[config.mk]
export PLATFORM = sky130hd
export DESIGN_NAME = fu_result_buffer
export DESIGN_NICKNAME = d
export VERILOG_FILES = /design/src/rtl/fu_result_buffer.sv
export SDC_FILE = /design/constraint.sdc
export NUM_CORES = 1
export LEC_CHECK = 0
export CORE_ASPECT_RATIO = 0.7
export CORE_UTILIZATION = 55
export CTS_BUF_LIST = sky130_fd_sc_hd__clkbuf_16
export DETAILED_ROUTE_END_ITERATION = 12
export GPL_TIMING_DRIVEN = 0
export PLACE_DENSITY = 0.89
export SLEW_MARGIN = 30
export SYNTH_ARGS = -nofsm -noshare
export SYNTH_HDL_FRONTEND = slang
export SYNTH_SLANG_ARGS = --single-unit
[constraint.sdc]
create_clock -name clock -period 4.4 [get_ports clock]
set_input_delay 0.88 -clock clock [delete_from_list [all_inputs] [get_ports clock]]
set_output_delay 0.88 -clock clock [all_outputs]
set_load 0.02 [all_outputs]
[src/rtl/fu_result_buffer.sv]
// Per-functional-unit result FIFO feeding the CDB arbiter: holds completed results
// and presents the oldest one as a request. Back-pressures the unit when full.
module fu_result_buffer #(
  parameter int DEPTH   = 4,
  parameter int XLEN    = 32,
  parameter int PRF_LEN = 6,
  parameter int ROB_LEN = 5
) (
  input  logic                       clock,
  input  logic                       reset,
  input  logic                       fu_valid,
  input  logic [XLEN-1:0]            fu_value,
  input  logic [PRF_LEN-1:0]         fu_prf_idx,
  input  logic [ROB_LEN-1:0]         fu_rob_idx,
  input  logic [XLEN-1:0]            fu_PC,
  output logic                       fu_ready,
  input  logic                       squash,
  input  logic                       cdb_grant,
  output logic                       cdb_req_valid,
  output logic [XLEN-1:0]            cdb_req_value,
  output logic [PRF_LEN-1:0]         cdb_req_prf_idx,
  output logic [ROB_LEN-1:0]         cdb_req_rob_idx,
  output logic [XLEN-1:0]            cdb_req_PC,
  output logic [$clog2(DEPTH):0]     count
);
  localparam int PW = $clog2(DEPTH);
  localparam int CW = PW + 1;

  typedef struct packed {
    logic [XLEN-1:0]    value;
    logic [PRF_LEN-1:0] prf_idx;
    logic [ROB_LEN-1:0] rob_idx;
    logic [XLEN-1:0]    pc;
  } entry_t;

  entry_t          mem_q [DEPTH];
  entry_t          mem_d [DEPTH];
  logic [PW-1:0]   head_q, head_d, tail_q, tail_d;
  logic [CW-1:0]   count_q, count_d;
  logic            push, pop;
  entry_t          head_e;

  always_comb begin
    fu_ready = (count_q != CW'(DEPTH));
    push     = fu_valid & fu_ready & ~squash;
    pop      = cdb_grant & (count_q != '0) & ~squash;
    mem_d    = mem_q;
    head_d   = head_q;
    tail_d   = tail_q;
    count_d  = count_q;
    if (squash) begin
      head_d  = '0;
      tail_d  = '0;
      count_d = '0;
    end else begin
      if (push) begin
        mem_d[tail_q] = '{value: fu_value, prf_idx: fu_prf_idx,
                          rob_idx: fu_rob_idx, pc: fu_PC};
        tail_d = tail_q + PW'(1);
      end
      if (pop) head_d = head_q + PW'(1);
      if (push && !pop)      count_d = count_q + CW'(1);
      else if (pop && !push) count_d = count_q - CW'(1);
    end
  end

  always_ff @(posedge clock) begin
    if (reset) begin
      head_q  <= '0;
      tail_q  <= '0;
      count_q <= '0;
    end else begin
      head_q  <= head_d;
      tail_q  <= tail_d;
      count_q <= count_d;
    end
  end

  // Payload needs no reset: it is only visible while count is non-zero.
  always_ff @(posedge clock) begin
    mem_q <= mem_d;
  end

  always_comb begin
    head_e = (count_q != '0) ? mem_q[head_q] : '0;
    cdb_req_valid   = (count_q != '0);
    cdb_req_value   = head_e.value;
    cdb_req_prf_idx = head_e.prf_idx;
    cdb_req_rob_idx = head_e.rob_idx;
    cdb_req_PC      = head_e.pc;
    count           = count_q;
  end
endmodule

* Word level (Yosys, flattened, before mapping)
Cells that the tools add are included.
** Storage, ports and cells
- Register bits :: 307
- Bits of input ports :: 80
- Output and inout port bits :: 80
- Logic and storage cells :: 52
** Operators by class
- Add/sub/neg operators :: 4
- Magnitude comparators :: 3
- Equality and inequality tests :: 1
- Muxes and demuxes :: 9
- Bitwise gates (word level) :: 7
- Reduce and logical (&&, ||, !) cells :: 9
** Operator list (count)
- $bwmux 300 :: 1
- $mux 75 :: 4
- $bmux 75 s2 :: 1
- $demux 75 s2 :: 1
- $ge 3x3->1 const B :: 2
- $mux 3 :: 2
- $not 2->3 :: 2
- $add 2x1->2 const B :: 2
- $and 1x1->1 :: 4
- $add 3x1->3 const B :: 1
- $logic_and 1x1->1 :: 3
- $lt 3x1->1 const B :: 1
- $ne 3x3->1 const B :: 1
- $reduce_bool 3->1 :: 1
- $sub 3x1->3 const B :: 1
- $logic_not 1->1 :: 2
- $reduce_and 2->1 :: 1
- $reduce_bool 2->1 :: 1
- $reduce_or 2->1 :: 1
- $not 1->1 :: 1

* Depth between registers and ports, before layout
Gate-level depths: netlist of the first run.
- Depth after elaboration :: 7
- Gate-level depth with buffers :: 9
- Depth with buffers taken out :: 8

* Least setup slack after synthesis of the first run
OpenSTA, ideal clock, no wires.
- Path kind :: input -> register
- Start point :: input port fu_valid
- End point :: register mem_q[0] (netlist bit), enable pin
- Library setup time :: 0.442 ns
- Arrival :: 3.025 ns
- Required time :: 3.958 ns
- Slack :: 0.933 ns
- Stages :: 2
- Buffers on the path :: 0
- Path through :: nor2b_1 and3_1
** Between the ends
- Longest elaborated chain between the ends :: 3
** Ends and longest elaborated chain
- from (decl) :: line 11 : input logic fu_valid,
- $and 1x1->1 (2 in a row) :: line 45 : push = fu_valid & fu_ready & ~squash;
- $reduce_and 2->1 (no source line)
- to (signal assigned) :: line 81 : mem_q <= mem_d;
- to (decl) :: line 36 : entry_t mem_q [DEPTH];
No other way between the ends.
A chain may end at the register's enable or synchronous reset.

* Final worst setup path of the first run
- Start point :: register count_q[0] (netlist: count[0])
- End point :: output port cdb_req_prf_idx[2]
** Between the ends
- Longest elaborated chain between the ends :: 2
** Ends and longest elaborated chain
- from (decl) :: line 39 : logic [CW-1:0] count_q, count_d;
- from (signal assigned) :: line 75 : count_q <= count_d;
- $reduce_bool 3->1 :: line 85 : head_e = (count_q != '0) ? mem_q[head_q] : '0;
- $mux 75 :: line 85
- to (decl) :: line 21 : output logic [PRF_LEN-1:0] cdb_req_prf_idx,
No other way between the ends.

==> results of run 1 <==
kinds of logic after synthesis:
logic type | Yosys count
mux | 76
buf+inv | 30
flops | 307
simple gates | 93
fa+ha+maj | 6
compound gates | 7
xor+xnor | 4
worst max-delay path, cell delays in order (launching register included):
cell	delay, ns
dfxtp_1	0.48
or3_1	0.24
clkbuf_1	0.49
clkbuf_1	0.38
and2_1	0.24
clkdlybuf4s50_1	0.62
synthesized netlist by cell type:
cell type and n:
nand3_1 1, o21ai_0 1, o31ai_1 2, nor2b_1 1
dfxtp_1 7, clkbuf_1 9, o311ai_0 1, edfxtp_1 300
buf_12 3, buf_1 3, nand4_1 1, and3_1 4
buf_2 8, a21oi_1 2, or2_2 2, mux2i_1 1
mux4_2 75, ha_1 5, or3b_1 1, nor2_1 5
and2_1 76, fa_1 1, buf_8 1, inv_1 3
or3_1 2, buf_4 2, xor2_1 4, a21o_1 1
buf_6 1
power breakdown:
group	internal [mW]	switching, mW	leakage [nW]	total, mW
registers	3.26	0.0133	2.78	3.27
logic	0.254	0.244	1.47	0.498
clock network	1.30	0.998	0.433	2.30
final timing paths:
| check | end | depth (start not counted) | start |
|---|---|---|---|
| worst max-delay path | cdb_req_prf_idx[2] | 5 | count[0] |
| worst min-delay path | count[2] | 2 | count[2] |
| worst max register to register | count[2] | 9 | count[0] |
| worst min register to register | count[2] | 2 | count[2] |
layout make-up:
type | count | area (µm²) | area share [%]
multi-input combinational | 186 | 2454 | 16.64
clock inverter | 20 | 146.4 | 0.9927
clock buffer | 29 | 725.7 | 4.921
tap | 276 | 345.3 | 2.342
sequential | 307 | 9149 | 62.04
timing repair buffer | 165 | 1727 | 11.71
antenna | 1 | 2.502 | 0.01697
inverter | 3 | 11.26 | 0.07636
buffer | 27 | 186.4 | 1.264
flip-flops by register name, indices dropped and copies added, names as in the netlist:
signal  count
head_q      2
count       3
tail_q      2
mem_q     300
placed cells by master, fill, tap and decap left out, types with 3 or more instances in the layout:
cell type	synthesis	routed
clkdlybuf4s50_1	0	159
buf_2	8	8
clkinv_1	0	8
mux4_2	75	75
dfxtp_1	7	7
ha_1	5	5
clkbuf_1	9	9
clkbuf_16	0	29
clkinv_2	0	5
buf_1	3	3
buf_12	3	7
edfxtp_1	300	300
nor2_1	5	5
xor2_1	4	4
and2_1	76	76
inv_1	3	5
and3_4	0	4
metal layers:
metal	share of wire [%]	GRT usage [%]
met1	42	29.24
met2	49	34.74
met3	7.1	4.762
met4	1.3	3.651
met5	0	0
==> run summary, run 1 <==
final clock skew = 0.01021 ns
Seq/Total Area, Yosys = 77.66%
vias per cell = 5.680
fmax = 259.5 MHz
ranking of synthesized cells by area = edfxtp_1 76%, mux4_2 14%, and2_1 4.0%
final count of hold timing violations = 0
wire per inst = 22.38 µm
Setup violations, final = 0
die width = 176.9 µm
Worst setup EP type = output pin
Avg Inst Size Synth = 22.52 µm²
Longest Clk Path Bufs = 3
clock sinks = 307
CP Data Required Time = 3.52 ns
hold_buf cts = 0
final core occ = 70.68%
crit path kind = register to output pin
CTS clk-pin slew, worst paths = 0.06 ns
dpl ws = 1.015 ns
worst endpoint data arrival time = 2.97 ns
TritonCTS clock tree = yes
pin slew with the least headroom to its limit = 0.7394 ns
initial antenna violation count = 1
worst-case hold slack = 0.5759 ns
DP Wirelength = 14130 µm
Peak VDD IR = 0.3263 mV
Die Height = 124.4 µm
Gates resized, CTS repair = 0
drt initial violations = 516
share of cells above drive strength 1 = 19.13%
Worst Setup Slack, final = 0.5468 ns
Cells after Synth = 523
die area = 22020 µm²
DRC = 0
core footprint = 20870 µm²
fin crit period = 3.853 ns
Max transition margin = 50.70%
vias in the first global route = 6207
YS warnings = 0
Synth cell types = 29
area share of the largest cell type after synthesis = 76.47%
FILL cells = 1227
area growth from synthesis to layout = 25.18%
P_leak = 4.684 nW
Yosys reg bits = 307
XOR/XNOR Fraction of Synth Area = 0.2974%
Starting Density = 56.46%
Clock Tree Root = clkbuf_16
areal power density over the cells = 411.7 nW/µm²
RSZ-0062 raised after global routing = no
row count = 44
simple-gate portion of the synthesized area = 4.843%
Layout Cells excl Fill = 1014
vias = 5760
port buffer count = 159
status = finished, final reports clean
Synth Area in Compound Gates = 0.3930%
Overflow after GRT = 0
Worst Path Max Fanout = 10
largest family of logic cells by synthesized area = multiplexers
H-tree depth = 1
total global-route track usage = 21.01%
Worst R2R Setup Slack = 2.02 ns
final period utilization = 87.57%
Placed Instances = 964
Slew Limit Fails = 0
Synth Cell Area = 11780 µm²
total power = 6.071 mW
post-synthesis adder-cell area fraction = 0.7010%
Worst setup SP type = register
cell area after placement = 13870 µm²
max_cap viols = 0
final instance area = 14750 µm²
Sum Neg Setup Slack = 0 ns
area leader, netlist = edfxtp_1
IO Pins = 160
Detailed Routing Iterations Pass 1 = 5
Num CTS Buffers = 29
multiplexer area fraction after synthesis = 14.42%
GPL Wtd Cong = 0.7365
Antenna Nets Post-Route = 0
syn nets = 609
largest net degree at the start of global routing = 42
Final #Nets = 805
worst-skew pair later-pin latency = 0.53 ns
first-pass GRT wire length = 34660 µm
postcts setup bufs = 0
WL final = 22690 µm
Hold Path Class = register to register
(Power assumes the default switching activity.)
==> run 2: changes to the inputs <==
==> constraint.sdc (replaced) <==
create_clock -name clock -period 4.4 [get_ports clock]
set_input_delay 1.32 -clock clock [delete_from_list [all_inputs] [get_ports clock]]
set_output_delay 1.32 -clock clock [all_outputs]
set_load 0.02 [all_outputs]
==> run 2 against run 1 <==
Wire length down 0.33%. Sequential share of layout area is essentially flat. Critical endpoint is now cdb_req_PC[31]. Die area unchanged. Clock skew is 0.0041 ns lower.
==> run summary, run 2 (synthesis gave the netlist of run 1 again) <==
status = finished, final reports clean
vias = 5766 (+0.10%)
clock sinks = 307 (unchanged)
P_leak = 4.683 nW (about the same)
largest net degree at the start of global routing = 42 (unchanged)
final period utilization = 95.22% (+7.6 points)
Hold Path Class = register to register
GPL Wtd Cong = 0.7365 (unchanged)
Hold Path Origin = count[2]
final count of hold timing violations = 0 (unchanged)
Final #Nets = 804 (-0.12%)
Detailed Routing Iterations Pass 1 = 5 (unchanged)
TritonCTS clock tree = yes
pin slew with the least headroom to its limit = 0.7190 ns (-0.02042 ns)
Num CTS Buffers = 29 (unchanged)
hold_buf cts = 0 (unchanged)
Worst Path Max Fanout = 13 (+3)
port buffer count = 159 (unchanged)
CTS clk-pin slew, worst paths = 0.06 ns (about the same)
most common cell after layout, fill and taps aside = edfxtp_1
Comb pwr share = 8.2% (about the same)
Largest Register = mem_q
Die Height = 124.4 µm (unchanged)
commonest non-fill, non-tap cells in the layout = 300 x edfxtp_1, 159 x clkdlybuf4s50_1, 76 x and2_1, 75 x mux4_2, 29 x clkbuf_16
Worst R2R Setup Slack = 2.04 ns (+0.02 ns)
total power = 6.071 mW (about the same)
drt initial violations = 491 (-4.8%)
Overflow after GRT = 0 (unchanged)
fin crit period = 4.190 ns (+0.3364 ns)
max reg flops = 300 (unchanged)
Worst setup EP type = output pin
Psw = 1.255 mW (about the same)
worst endpoint data arrival time = 2.87 ns (-0.10 ns)
dpl ws = 0.5751 ns (-0.4400 ns)
core footprint = 20870 µm² (unchanged)
Setup violations, final = 0 (unchanged)
Longest Clk Path Bufs = 3 (unchanged)
die width = 176.9 µm (unchanged)
final core occ = 70.66% (about the same)
Crit Reg-Reg Endpoint = count[2]
Slew Limit Fails = 0 (unchanged)
switch share = 20.67% (about the same)
CP Data Required Time = 3.08 ns (-0.44 ns)
Gates resized, CTS repair = 0 (unchanged)
IO Pins = 160 (unchanged)
R2R depth = 9 (unchanged)
worst-case hold slack = 0.5762 ns (+0.0003260 ns)
end of the worst hold path = count[2]
Peak VDD IR = 0.3263 mV (about the same)
Worst path max stage delay = 0.63 ns (about the same)
Placed Instances = 964 (unchanged)
DRC = 0 (unchanged)
first-pass GRT wire length = 34690 µm (+0.10%)
areal power density over the cells = 411.8 nW/µm² (about the same)
postcts setup bufs = 0 (unchanged)
CP max stage cell = clkdlybuf4s50_1
WL final = 22610 µm (-0.33%)
wire per inst = 22.32 µm (-0.24%)
row count = 44 (unchanged)
Max transition margin = 52.06% (+1.4 points)
crit path kind = register to output pin
die area = 22020 µm² (unchanged)
Worst path top cell family by delay = buffers and inverters
final clock skew = 0.006098 ns (-0.004112 ns)
cell area after placement = 13870 µm² (unchanged)
max_cap viols = 0 (unchanged)
vias per cell = 5.692 (+0.20%)
share of cells above drive strength 1 = 19.16% (+0.026 points)
initial antenna violation count = 1 (unchanged)
vias in the first global route = 6198 (-0.14%)
final instance area = 14740 µm² (about the same)
hold depth = 2 (unchanged)
Starting Density = 56.46% (unchanged)
fmax = 238.7 MHz (-8.0%)
RSZ-0062 raised after global routing = no
Reg power frac = 53.9% (about the same)
Worst setup SP type = register
Worst Setup Slack, final = 0.2104 ns (-0.3364 ns)
CP bufs+invs = 2 (-1)
area growth from synthesis to layout = 25.15% (about the same)
Layout Cells excl Fill = 1013 (-0.099%)
Antenna Nets Post-Route = 0 (unchanged)
Clock Tree Root = clkbuf_16
DP Wirelength = 14130 µm (unchanged)
H-tree depth = 1 (unchanged)
RR Startpoint = count[0]
Int Pwr = 4.816 mW (about the same)
crit path cell chain = or3_1, clkbuf_1, and2_1, clkdlybuf4s50_1
clock power share = 37.9% (about the same)
total global-route track usage = 21.06% (+0.048 points)
Sum Neg Setup Slack = 0 ns (unchanged)
worst-skew pair later-pin latency = 0.52 ns (about the same)
[run 2: cell types whose count changed in the layout (fill, tap and decap cells not counted), sizes merged]
cell | before | now
clkbuf | 38 | 37
[run 2: layout make-up]
| cell class | count | area, µm² |
|---|---|---|
| Tap cell | 276 | 345.3 |
| Antenna cell | 1 | 2.502 |
| Fill cell | 1224 | 6122 |
| Timing Repair Buffer | 165 | 1727 |
| Inverter | 3 | 11.26 |
| Multi-Input combinational cell | 186 | 2454 |
| Clock inverter | 20 | 146.4 |
| Sequential cell | 307 | 9149 |
| Clock buffer | 29 | 725.7 |
| Buffer | 26 | 182.7 |
[run 2: worst max-delay path by stage]
| stage | startpoint | end | slack (ns) | depth (start not counted) |
|---|---|---|---|---|
| 6_report | count[0] | cdb_req_PC[31] | 0.21 | 4 |
| 5_1_grt | count[0] | cdb_req_PC[31] | 0.03 | 4 |
| 4_1_cts | count[0] | cdb_req_PC[21] | 0.14 | 4 |
| 3_5_place_dp | count[0] | cdb_req_prf_idx[2] | 0.58 | 5 |
| 3_3_place_gp | squash | mem_q[280] | -1.18 | 3 |
| 2_1_floorplan | fu_valid | mem_q[0] | 0.49 | 2 |
[run 2: routing by layer]
metal	vias up	wire [µm]	track usage (%)
met5	-	0	0
met4	0	293	3.651
met3	26	1624	4.579
met2	231	11100	34.74
met1	2981	9597	29.53
li1	2528	-	-
[run 2: worst register-to-register path, cell delays in order (launching register included)]
cell     delay (ns)
dfxtp_1        0.48
or3b_1         0.16
buf_2          0.19
and2_1         0.19
ha_1           0.20
inv_1          0.07
fa_1           0.38
xor2_1         0.18
or3_1          0.31
a21oi_1        0.14
[run 2: power groups by stage]
stage	Clock [mW]	Sequential, mW	Combinational [mW]
2_1_floorplan	0	3.33	0.231
3_5_place_dp	0	3.33	0.500
4_1_cts	2.35	3.27	0.504
5_1_grt	2.45	3.27	0.530
6_report	2.30	3.27	0.498
3_3_place_gp	0	3.33	0.477
